$ cat config.mk
export PLATFORM = sky130hd
export DESIGN_NAME = muldiv_unit_flat
export DESIGN_NICKNAME = d
export VERILOG_FILES = /design/src/rtl/muldiv_unit_if.sv /design/src/rtl/muldiv_unit.sv /design/src/flat_wrapper.sv
export SDC_FILE = /design/constraint.sdc
export NUM_CORES = 1
export LEC_CHECK = 0
export CORE_MARGIN = 2
export CORE_UTILIZATION = 35
export CTS_CLUSTER_SIZE = 8
export DETAILED_ROUTE_END_ITERATION = 10
export SETUP_SLACK_MARGIN = 0.1
export SYNTH_ARGS = -nofsm -noshare
export SYNTH_HDL_FRONTEND = slang
export SYNTH_SLANG_ARGS = --single-unit
$ cat constraint.sdc
create_clock -name clock -period 8.7 [get_ports clock]
set_input_delay 1.305 -clock clock [delete_from_list [all_inputs] [get_ports clock]]
set_output_delay 1.305 -clock clock [all_outputs]
set_load 0.03 [all_outputs]
$ cat src/rtl/muldiv_unit_if.sv
// Handshake/result bundle between the EX-stage control and the iterative
// multiply/divide unit.
interface muldiv_unit_if #(
    parameter int WIDTH = 32
);
    logic             start;
    logic [1:0]       op;
    logic [WIDTH-1:0] A;
    logic [WIDTH-1:0] B;
    logic             wr_hi;
    logic             wr_lo;
    logic [WIDTH-1:0] wr_data;
    logic             busy;
    logic             done;
    logic             dbz;
    logic [WIDTH-1:0] hi;
    logic [WIDTH-1:0] lo;

    modport master (
        output start, op, A, B, wr_hi, wr_lo, wr_data,
        input  busy, done, dbz, hi, lo
    );

    modport slave (
        input  start, op, A, B, wr_hi, wr_lo, wr_data,
        output busy, done, dbz, hi, lo
    );
endinterface

$ cat src/rtl/muldiv_unit.sv
// Iterative MULT/MULTU/DIV/DIVU unit: magnitudes are processed one bit per
// clock, then a single fix-up cycle applies signs and writes HI/LO.
module muldiv_unit #(
    parameter int WIDTH = 32
) (
    input logic           clock,
    input logic           reset_n,
    muldiv_unit_if.slave  bus
);
    localparam int CW = $clog2(WIDTH + 1);

    typedef enum logic [1:0] {IDLE, CALC, FIX} state_t;

    state_t           state_reg, state_next;
    logic [CW-1:0]    step_reg;
    logic [WIDTH-1:0] acc_hi_reg, acc_lo_reg, opnd_reg;
    logic             is_div_reg, res_neg_reg, rem_neg_reg, dz_reg;
    logic [WIDTH-1:0] hi_reg, lo_reg;
    logic             done_reg, dbz_reg;
    logic             busy;

    // Operand conditioning at launch
    logic             a_neg, b_neg;
    logic [WIDTH-1:0] mag_a, mag_b;

    assign a_neg = ~bus.op[0] & bus.A[WIDTH-1];
    assign b_neg = ~bus.op[0] & bus.B[WIDTH-1];
    assign mag_a = a_neg ? (~bus.A + 1'b1) : bus.A;
    assign mag_b = b_neg ? (~bus.B + 1'b1) : bus.B;

    // One iteration: shift-add for multiply, restoring shift-subtract for divide.
    // acc_hi/acc_lo hold the running product, or remainder/dividend-quotient.
    logic [WIDTH:0]   mul_sum;
    logic [WIDTH:0]   trial;
    logic             fits;
    logic [WIDTH-1:0] diff, rem_next;

    assign mul_sum  = {1'b0, acc_hi_reg} + (acc_lo_reg[0] ? {1'b0, opnd_reg} : {(WIDTH+1){1'b0}});
    assign trial    = {acc_hi_reg, acc_lo_reg[WIDTH-1]};
    assign fits     = (trial >= {1'b0, opnd_reg});
    assign diff     = trial[WIDTH-1:0] - opnd_reg;
    assign rem_next = fits ? diff : trial[WIDTH-1:0];

    // Sign correction applied in the FIX cycle
    logic [2*WIDTH-1:0] prod, prod_fix;
    logic [WIDTH-1:0]   q_fix, r_fix, fix_hi, fix_lo;

    assign prod     = {acc_hi_reg, acc_lo_reg};
    assign prod_fix = res_neg_reg ? (~prod + 1'b1) : prod;
    assign q_fix    = dz_reg ? {WIDTH{1'b1}}
                    : (res_neg_reg ? (~acc_lo_reg + 1'b1) : acc_lo_reg);
    assign r_fix    = rem_neg_reg ? (~acc_hi_reg + 1'b1) : acc_hi_reg;
    assign fix_hi   = is_div_reg ? r_fix : prod_fix[2*WIDTH-1:WIDTH];
    assign fix_lo   = is_div_reg ? q_fix : prod_fix[WIDTH-1:0];

    always_comb begin
        state_next = state_reg;
        busy       = (state_reg != IDLE);
        case (state_reg)
            IDLE:    if (bus.start) state_next = CALC;
            CALC:    if (step_reg == CW'(WIDTH - 1)) state_next = FIX;
            FIX:     state_next = IDLE;
            default: state_next = IDLE;
        endcase
    end

    always_ff @(posedge clock or negedge reset_n) begin
        if (!reset_n) begin
            state_reg <= IDLE;
        end else begin
            state_reg <= state_next;
        end
    end

    always_ff @(posedge clock or negedge reset_n) begin
        if (!reset_n) begin
            step_reg    <= '0;
            acc_hi_reg  <= '0;
            acc_lo_reg  <= '0;
            opnd_reg    <= '0;
            is_div_reg  <= 1'b0;
            res_neg_reg <= 1'b0;
            rem_neg_reg <= 1'b0;
            dz_reg      <= 1'b0;
            hi_reg      <= '0;
            lo_reg      <= '0;
            done_reg    <= 1'b0;
            dbz_reg     <= 1'b0;
        end else begin
            done_reg <= (state_reg == FIX);
            dbz_reg  <= (state_reg == FIX) && dz_reg;
            case (state_reg)
                IDLE: begin
                    if (bus.start) begin
                        is_div_reg  <= bus.op[1];
                        res_neg_reg <= a_neg ^ b_neg;
                        rem_neg_reg <= bus.op[1] & a_neg;
                        dz_reg      <= bus.op[1] & (bus.B == '0);
                        opnd_reg    <= bus.op[1] ? mag_b : mag_a;
                        acc_lo_reg  <= bus.op[1] ? mag_a : mag_b;
                        acc_hi_reg  <= '0;
                        step_reg    <= '0;
                    end else begin
                        // MTHI/MTLO only land when no op is being launched
                        if (bus.wr_hi) hi_reg <= bus.wr_data;
                        if (bus.wr_lo) lo_reg <= bus.wr_data;
                    end
                end
                CALC: begin
                    step_reg <= step_reg + CW'(1);
                    if (is_div_reg) begin
                        acc_hi_reg <= rem_next;
                        acc_lo_reg <= {acc_lo_reg[WIDTH-2:0], fits};
                    end else begin
                        {acc_hi_reg, acc_lo_reg} <= {mul_sum, acc_lo_reg[WIDTH-1:1]};
                    end
                end
                FIX: begin
                    hi_reg <= fix_hi;
                    lo_reg <= fix_lo;
                end
                default: ;
            endcase
        end
    end

    assign bus.busy = busy;
    assign bus.done = done_reg;
    assign bus.dbz  = dbz_reg;
    assign bus.hi   = hi_reg;
    assign bus.lo   = lo_reg;
endmodule

$ cat src/flat_wrapper.sv
// flat-port wrapper written by rule: the top's interface ports become plain ports
module muldiv_unit_flat 
#(
    parameter int WIDTH = 32
)
  (clock, reset_n, bus_start, bus_op, bus_A, bus_B, bus_wr_hi, bus_wr_lo, bus_wr_data, bus_busy, bus_done, bus_dbz, bus_hi, bus_lo);
  muldiv_unit_if #(.WIDTH(WIDTH)) bus_i ();
  input logic clock;
  input logic reset_n;
  input wire logic [$bits(bus_i.start)-1:0] bus_start;
  input wire logic [$bits(bus_i.op)-1:0] bus_op;
  input wire logic [$bits(bus_i.A)-1:0] bus_A;
  input wire logic [$bits(bus_i.B)-1:0] bus_B;
  input wire logic [$bits(bus_i.wr_hi)-1:0] bus_wr_hi;
  input wire logic [$bits(bus_i.wr_lo)-1:0] bus_wr_lo;
  input wire logic [$bits(bus_i.wr_data)-1:0] bus_wr_data;
  output wire logic [$bits(bus_i.busy)-1:0] bus_busy;
  output wire logic [$bits(bus_i.done)-1:0] bus_done;
  output wire logic [$bits(bus_i.dbz)-1:0] bus_dbz;
  output wire logic [$bits(bus_i.hi)-1:0] bus_hi;
  output wire logic [$bits(bus_i.lo)-1:0] bus_lo;
  assign bus_i.start = bus_start;
  assign bus_i.op = bus_op;
  assign bus_i.A = bus_A;
  assign bus_i.B = bus_B;
  assign bus_i.wr_hi = bus_wr_hi;
  assign bus_i.wr_lo = bus_wr_lo;
  assign bus_i.wr_data = bus_wr_data;
  assign bus_busy = bus_i.busy;
  assign bus_done = bus_i.done;
  assign bus_dbz = bus_i.dbz;
  assign bus_hi = bus_i.hi;
  assign bus_lo = bus_i.lo;
  muldiv_unit #(.WIDTH(WIDTH)) u_core (.clock(clock), .reset_n(reset_n), .bus(bus_i));
endmodule
# Word-level counts from Yosys, hierarchy flattened
# Index checks and enable logic that the tools add are counted.
[totals]
regBits = 174
in_bits = 103
out_inout_bits = 67
wordCells = 81
[classes]
add_sub_neg = 8
magnitude_cmp = 1
eq_ne = 8
muxes = 29
bitwise = 11
n_reduce_logical = 11
[ops]
columns = ["op", "n"]
rows = [
  ["32-bit 2-to-1 mux", 19],
  ["32-bit case mux with 2 select lines", 4],
  ["32-bit by 1-bit adder with 32-bit output (second input constant)", 4],
  ["32-bit NOT", 4],
  ["64-bit by 1-bit adder with 64-bit output (second input constant)", 1],
  ["64-bit 2-to-1 mux", 1],
  ["64-bit NOT", 1],
  ["32-bit by 33-bit adder with 33-bit output", 1],
  ["33-bit by 32-bit greater-or-equal comparator with 1-bit output", 1],
  ["32-bit logical NOT", 1],
  ["32-bit subtractor", 1],
  ["6-bit case mux with 2 select lines", 1],
  ["2-bit != test (second input constant)", 4],
  ["6-bit by 1-bit adder with 6-bit output (second input constant)", 1],
  ["6-bit by 5-bit equality test with 1-bit output (second input constant)", 1],
  ["6-bit 2-to-1 mux", 1],
  ["2-bit AND reduction", 3],
  ["3-bit AND reduction", 2],
  ["2-bit nonzero test", 3],
  ["1-bit bitwise AND", 4],
  ["2-bit 2-to-1 mux", 2],
  ["2-bit case mux with 2 select lines", 1],
  ["2-bit by 1-bit equality test with 1-bit output (second input constant)", 1],
  ["2-bit equality test (second input constant)", 1],
  ["5 further kinds", 5],
]

# Depth between registers and ports, before layout
[logic_depth]
ltp_word = 6
depth_mapped = 14
ltp_nobuf = 12

# Least setup slack after synthesis
# Ideal clock, no wire load.
[synth_timing]
path_kind = "input -> register"
start = "input port bus_A[0]"
end = "register u_core.acc_lo_reg[22]"
setup_time_ps = 136
arrival_ps = 3536
t_required_ps = 8564
slack_ps = 5028
path_stages = 10
n_path_buf = 0
cell_sequence = "inv_1 ha_1 or4b_2 nor4_1 a21oi_1 a21o_1 xnor2_1 o21ai_0 nor2_1 o22ai_1"
[synth_between]
elab_chain_len = 6
[synth_lines]
columns = ["element", "line", "rtl"]
rows = [
  ["start: declaration", "flat_wrapper.sv:12", "input wire logic [$bits(bus_i.A)-1:0] bus_A;"],
  ["32-bit NOT", "muldiv_unit.sv:28", "assign mag_a = a_neg ? (~bus.A + 1'b1) : bus.A;"],
  ["32-bit by 1-bit adder with 32-bit output", "muldiv_unit.sv:28", ""],
  ["32-bit 2-to-1 mux", "muldiv_unit.sv:28", ""],
  ["32-bit 2-to-1 mux", "muldiv_unit.sv:100", "acc_lo_reg <= bus.op[1] ? mag_a : mag_b;"],
  ["32-bit 2-to-1 mux", "muldiv_unit.sv:94", "if (bus.start) begin"],
  ["32-bit case mux with 2 select lines", "muldiv_unit.sv:92", "case (state_reg)"],
  ["end signal: assignment", "muldiv_unit.sv:100", ""],
  ["end signal: assignment", "muldiv_unit.sv:113", "acc_lo_reg <= {acc_lo_reg[WIDTH-2:0], fits};"],
  ["end signal: assignment", "muldiv_unit.sv:115", "{acc_hi_reg, acc_lo_reg} <= {mul_sum, acc_lo_reg[WIDTH-1:1]};"],
  ["end: declaration", "muldiv_unit.sv:16", "logic [WIDTH-1:0] acc_hi_reg, acc_lo_reg, opnd_reg;"],
]
# Every way passes these cells. The select of a mux whose other input is x is not followed.
# A chain may end at the register's enable or synchronous reset.

# Worst setup path after layout
[layout_timing]
start = "register u_core.acc_lo_reg[0]"
end = "register u_core.acc_hi_reg[28]"
[layout_between]
elab_chain_len = 4
[layout_lines]
columns = ["element", "line", "rtl"]
rows = [
  ["32-bit 2-to-1 mux", "muldiv_unit.sv:38", "assign mul_sum = {1'b0, acc_hi_reg} + (acc_lo_reg[0] ? {1'b0, opnd_reg} : {(WIDTH+1){1'b0}});"],
  ["32-bit by 33-bit adder with 33-bit output", "muldiv_unit.sv:38", ""],
  ["32-bit 2-to-1 mux", "muldiv_unit.sv:111", "if (is_div_reg) begin"],
  ["32-bit case mux with 2 select lines", "muldiv_unit.sv:92", ""],
  ["end signal: assignment", "muldiv_unit.sv:112", "acc_hi_reg <= rem_next;"],
  ["end signal: assignment", "muldiv_unit.sv:115", ""],
  ["end: declaration", "muldiv_unit.sv:16", ""],
]
# Every way passes these cells.

==> qor.csv <==
metric,value,unit
status,"finished, final reports clean",
power.total,0.00821,W
muxShareOfSynthArea,0.0474,
drt_iter0_drc,1535,
hold_path_class,reg2reg,
rsz0062_at_grt,false,
cp-start-kind,flip-flop,
mostFrequentLayoutCells,"234 x nand2_1, 198 x o21ai_0, 173 x dfrtp_1, 167 x clkdlybuf4s50_1, 154 x a21oi_1",
crit_buf_inv,1,
worstSetupEndpointType,flip-flop,
grtUsageTotal,0.259,
post_cts_buffers,0,
io_pins,170,
synth_fa_ha_area_frac,0.0592,
drive_gt1_frac,0.0399,
dr.pass1.iters,6,
yosysTopAreaCell,dfrtp_1,
worst_pin_slew,1330,ps
max_freq,227,MHz
grt_max_degree,97,
clkTransAtPathRegs,70,ps
grt_pass1_vias,14500,
clock-root-buffer,clkbuf_16,
cts.sinks,174,
ctsHoldBuffers,0,
synth_cells,1966,
gp_congestion,0.930,
powerDensity,457,nW/um^2
finalWirelength,58500,um
path_common_cell,o21ai_0,
grt_pass1_wl,89300,um
final_nets,2214,
synth_compound_area_frac,0.277,
fp.dieH,213,um
synth_top_family_by_area,compound AO/OA/AOI/OAI gates,
ys_warn_count,0,
vdd_drop_max,0.221,mV
hpwl,45100,um
cts_buffers,17,
fin_tns_setup,0,ps
yosys.area_share.simple,0.187,
synth-seq-cells,174,
synth_edf_count,0,
die-width,213,um
die_area,45300,sq um
synth_top_area_share,0.285,
instances_no_fill,2638,
cap_violations,0,
synth-xor-area-share,0.0952,
worst-r2r-setup-slack,4300,ps
syn_nets,2140,
antenna_found_initial,0,
slowest_delay,870,ps
yosysUniqueCellTypes,75,
cp_slowest_cell,inv_1,
crit_family,compound AO/OA/AOI/OAI gates,
ys_seq_area_frac,0.285,
period_needed,4400,ps
wl_per_cell,22.2,um
area_growth_syn_to_layout,17.7,%
maxSlewViolCount,0,
syn_area,15300,sq um
port_buffers,169,
skew,14.6,ps
diodes,0,
rows,76,
start_util,0.354,
crit_chain,inv_1 > nor2_1 > ha_1 > o21ai_0 > o21ai_0 > nand3_1 > a211oi_1 > o211ai_1 > mux2i_1 > o21ai_0 > a21oi_1,
avgSynthCellArea,7.77,sq um
finalHoldViolations,0,
critPathRequiredTime,9030,ps
ctsResizeCount,0,
worstSkewPairLatency,460,ps
ant_nets,0,
design.core.area,43100,sq um
routed_via_density,5.89,
overflow,0,
final_util,0.417,
cts_tree,built,
arrival,4740,ps
h-tree-depth,4,
synthArstFlopShare,1.00,
slew_headroom,0.115,
synth_area_leaders,"dfrtp_1 29%, o21ai_0 6.5%, nand2_1 5.8%, ha_1 5.7%, xnor2_1 5.4%",
worst-setup-path-type,reg2reg,
synth_ff_type,dfrtp_1,
remaining_drc_errors,0,
cts_buffer_depth,2,
crit_fanout,31,
finalSetupViolations,0,
fin_crit_sh,0.506,
timing.hold.ws,480,ps
layout_commonest_cell,nand2_1,
placed_cells,2606,
num_vias,15500,
p_leak,7.30,nW
==> power breakdown <==
group / switching (W) / internal (W) / leakage, nW
combinational: 0.00339 / 0.00217 / 4.91
sequential: 0.000622 / 0.00121 / 2.09
clock: 0.000397 / 0.000419 / 0.299
==> synthesized netlist by cell type, types with 29 or more instances <==
| cell | count |
|---|---|
| a21o_1 | 36 |
| dfrtp_1 | 174 |
| a211oi_1 | 54 |
| inv_1 | 58 |
| xor2_1 | 72 |
| nor2_1 | 145 |
| nand2_1 | 235 |
| o211ai_1 | 34 |
| clkbuf_1 | 116 |
| xnor2_1 | 94 |
| nand3_1 | 34 |
| ha_1 | 69 |
| nor3_1 | 41 |
| mux2i_1 | 70 |
| o31ai_1 | 31 |
| o21ai_0 | 198 |
| a21oi_1 | 154 |
| o22ai_1 | 29 |
==> cells by family after synthesis <==
group | count (synthesis)
xor gates and xnor gates | 166
AOI/OAI and AO/OA | 678
DFF | 174
muxes | 72
buffers and inverters | 194
and+or+nand+nor | 611
adders and majority gates | 71
==> path summary, 6_finish.rpt <==
check,to,from,depth (start not counted)
min reg2reg,u_core.bus.lo[26],u_core.bus.lo[26],2
min,u_core.bus.lo[26],u_core.bus.lo[26],2
max in group asynchronous,u_core.is_div_reg,reset_n,2
min in group asynchronous,u_core.bus.lo[9],reset_n,1
max,u_core.acc_hi_reg[28],u_core.acc_lo_reg[0],11
max reg2reg,u_core.acc_hi_reg[28],u_core.acc_lo_reg[0],11
==> layer usage <==
layer  GRT usage  vias to the layer above  wire (um)
li1            -                     7339          -
met1       0.375                     7491      27000
met2       0.397                      639      25500
met3      0.0371                       67       4310
met4      0.0805                        0       1660
met5           0                        -          0
==> final cells by class <==
class | instances | area (sq um)
Timing Repair Buffer | 189 | 1840
Tap cell | 585 | 732
Multi-Input combinational cell | 1598 | 10200
Sequential cell | 174 | 4360
Fill cell | 4390 | 25100
Clock buffer | 18 | 439
Inverter | 60 | 225
Clock inverter | 14 | 165
==> per-stage QoR <==
step | setup slack [ps] | instance area [sq um]
after detailed placement | 4140 | 17400
after global routing | 4130 | 18000
after floorplan | 5030 | 15300
final | 4300 | 18000
after CTS | 4470 | 18000
after global placement | 4240 | 17400
==> tightest hold or removal path: stages, from the launching register on <==
cell and delay, ps:
dfrtp_1 340, nand2_1 40, o21ai_0 60
No activity file was read; power rests on OpenSTA's default activity.
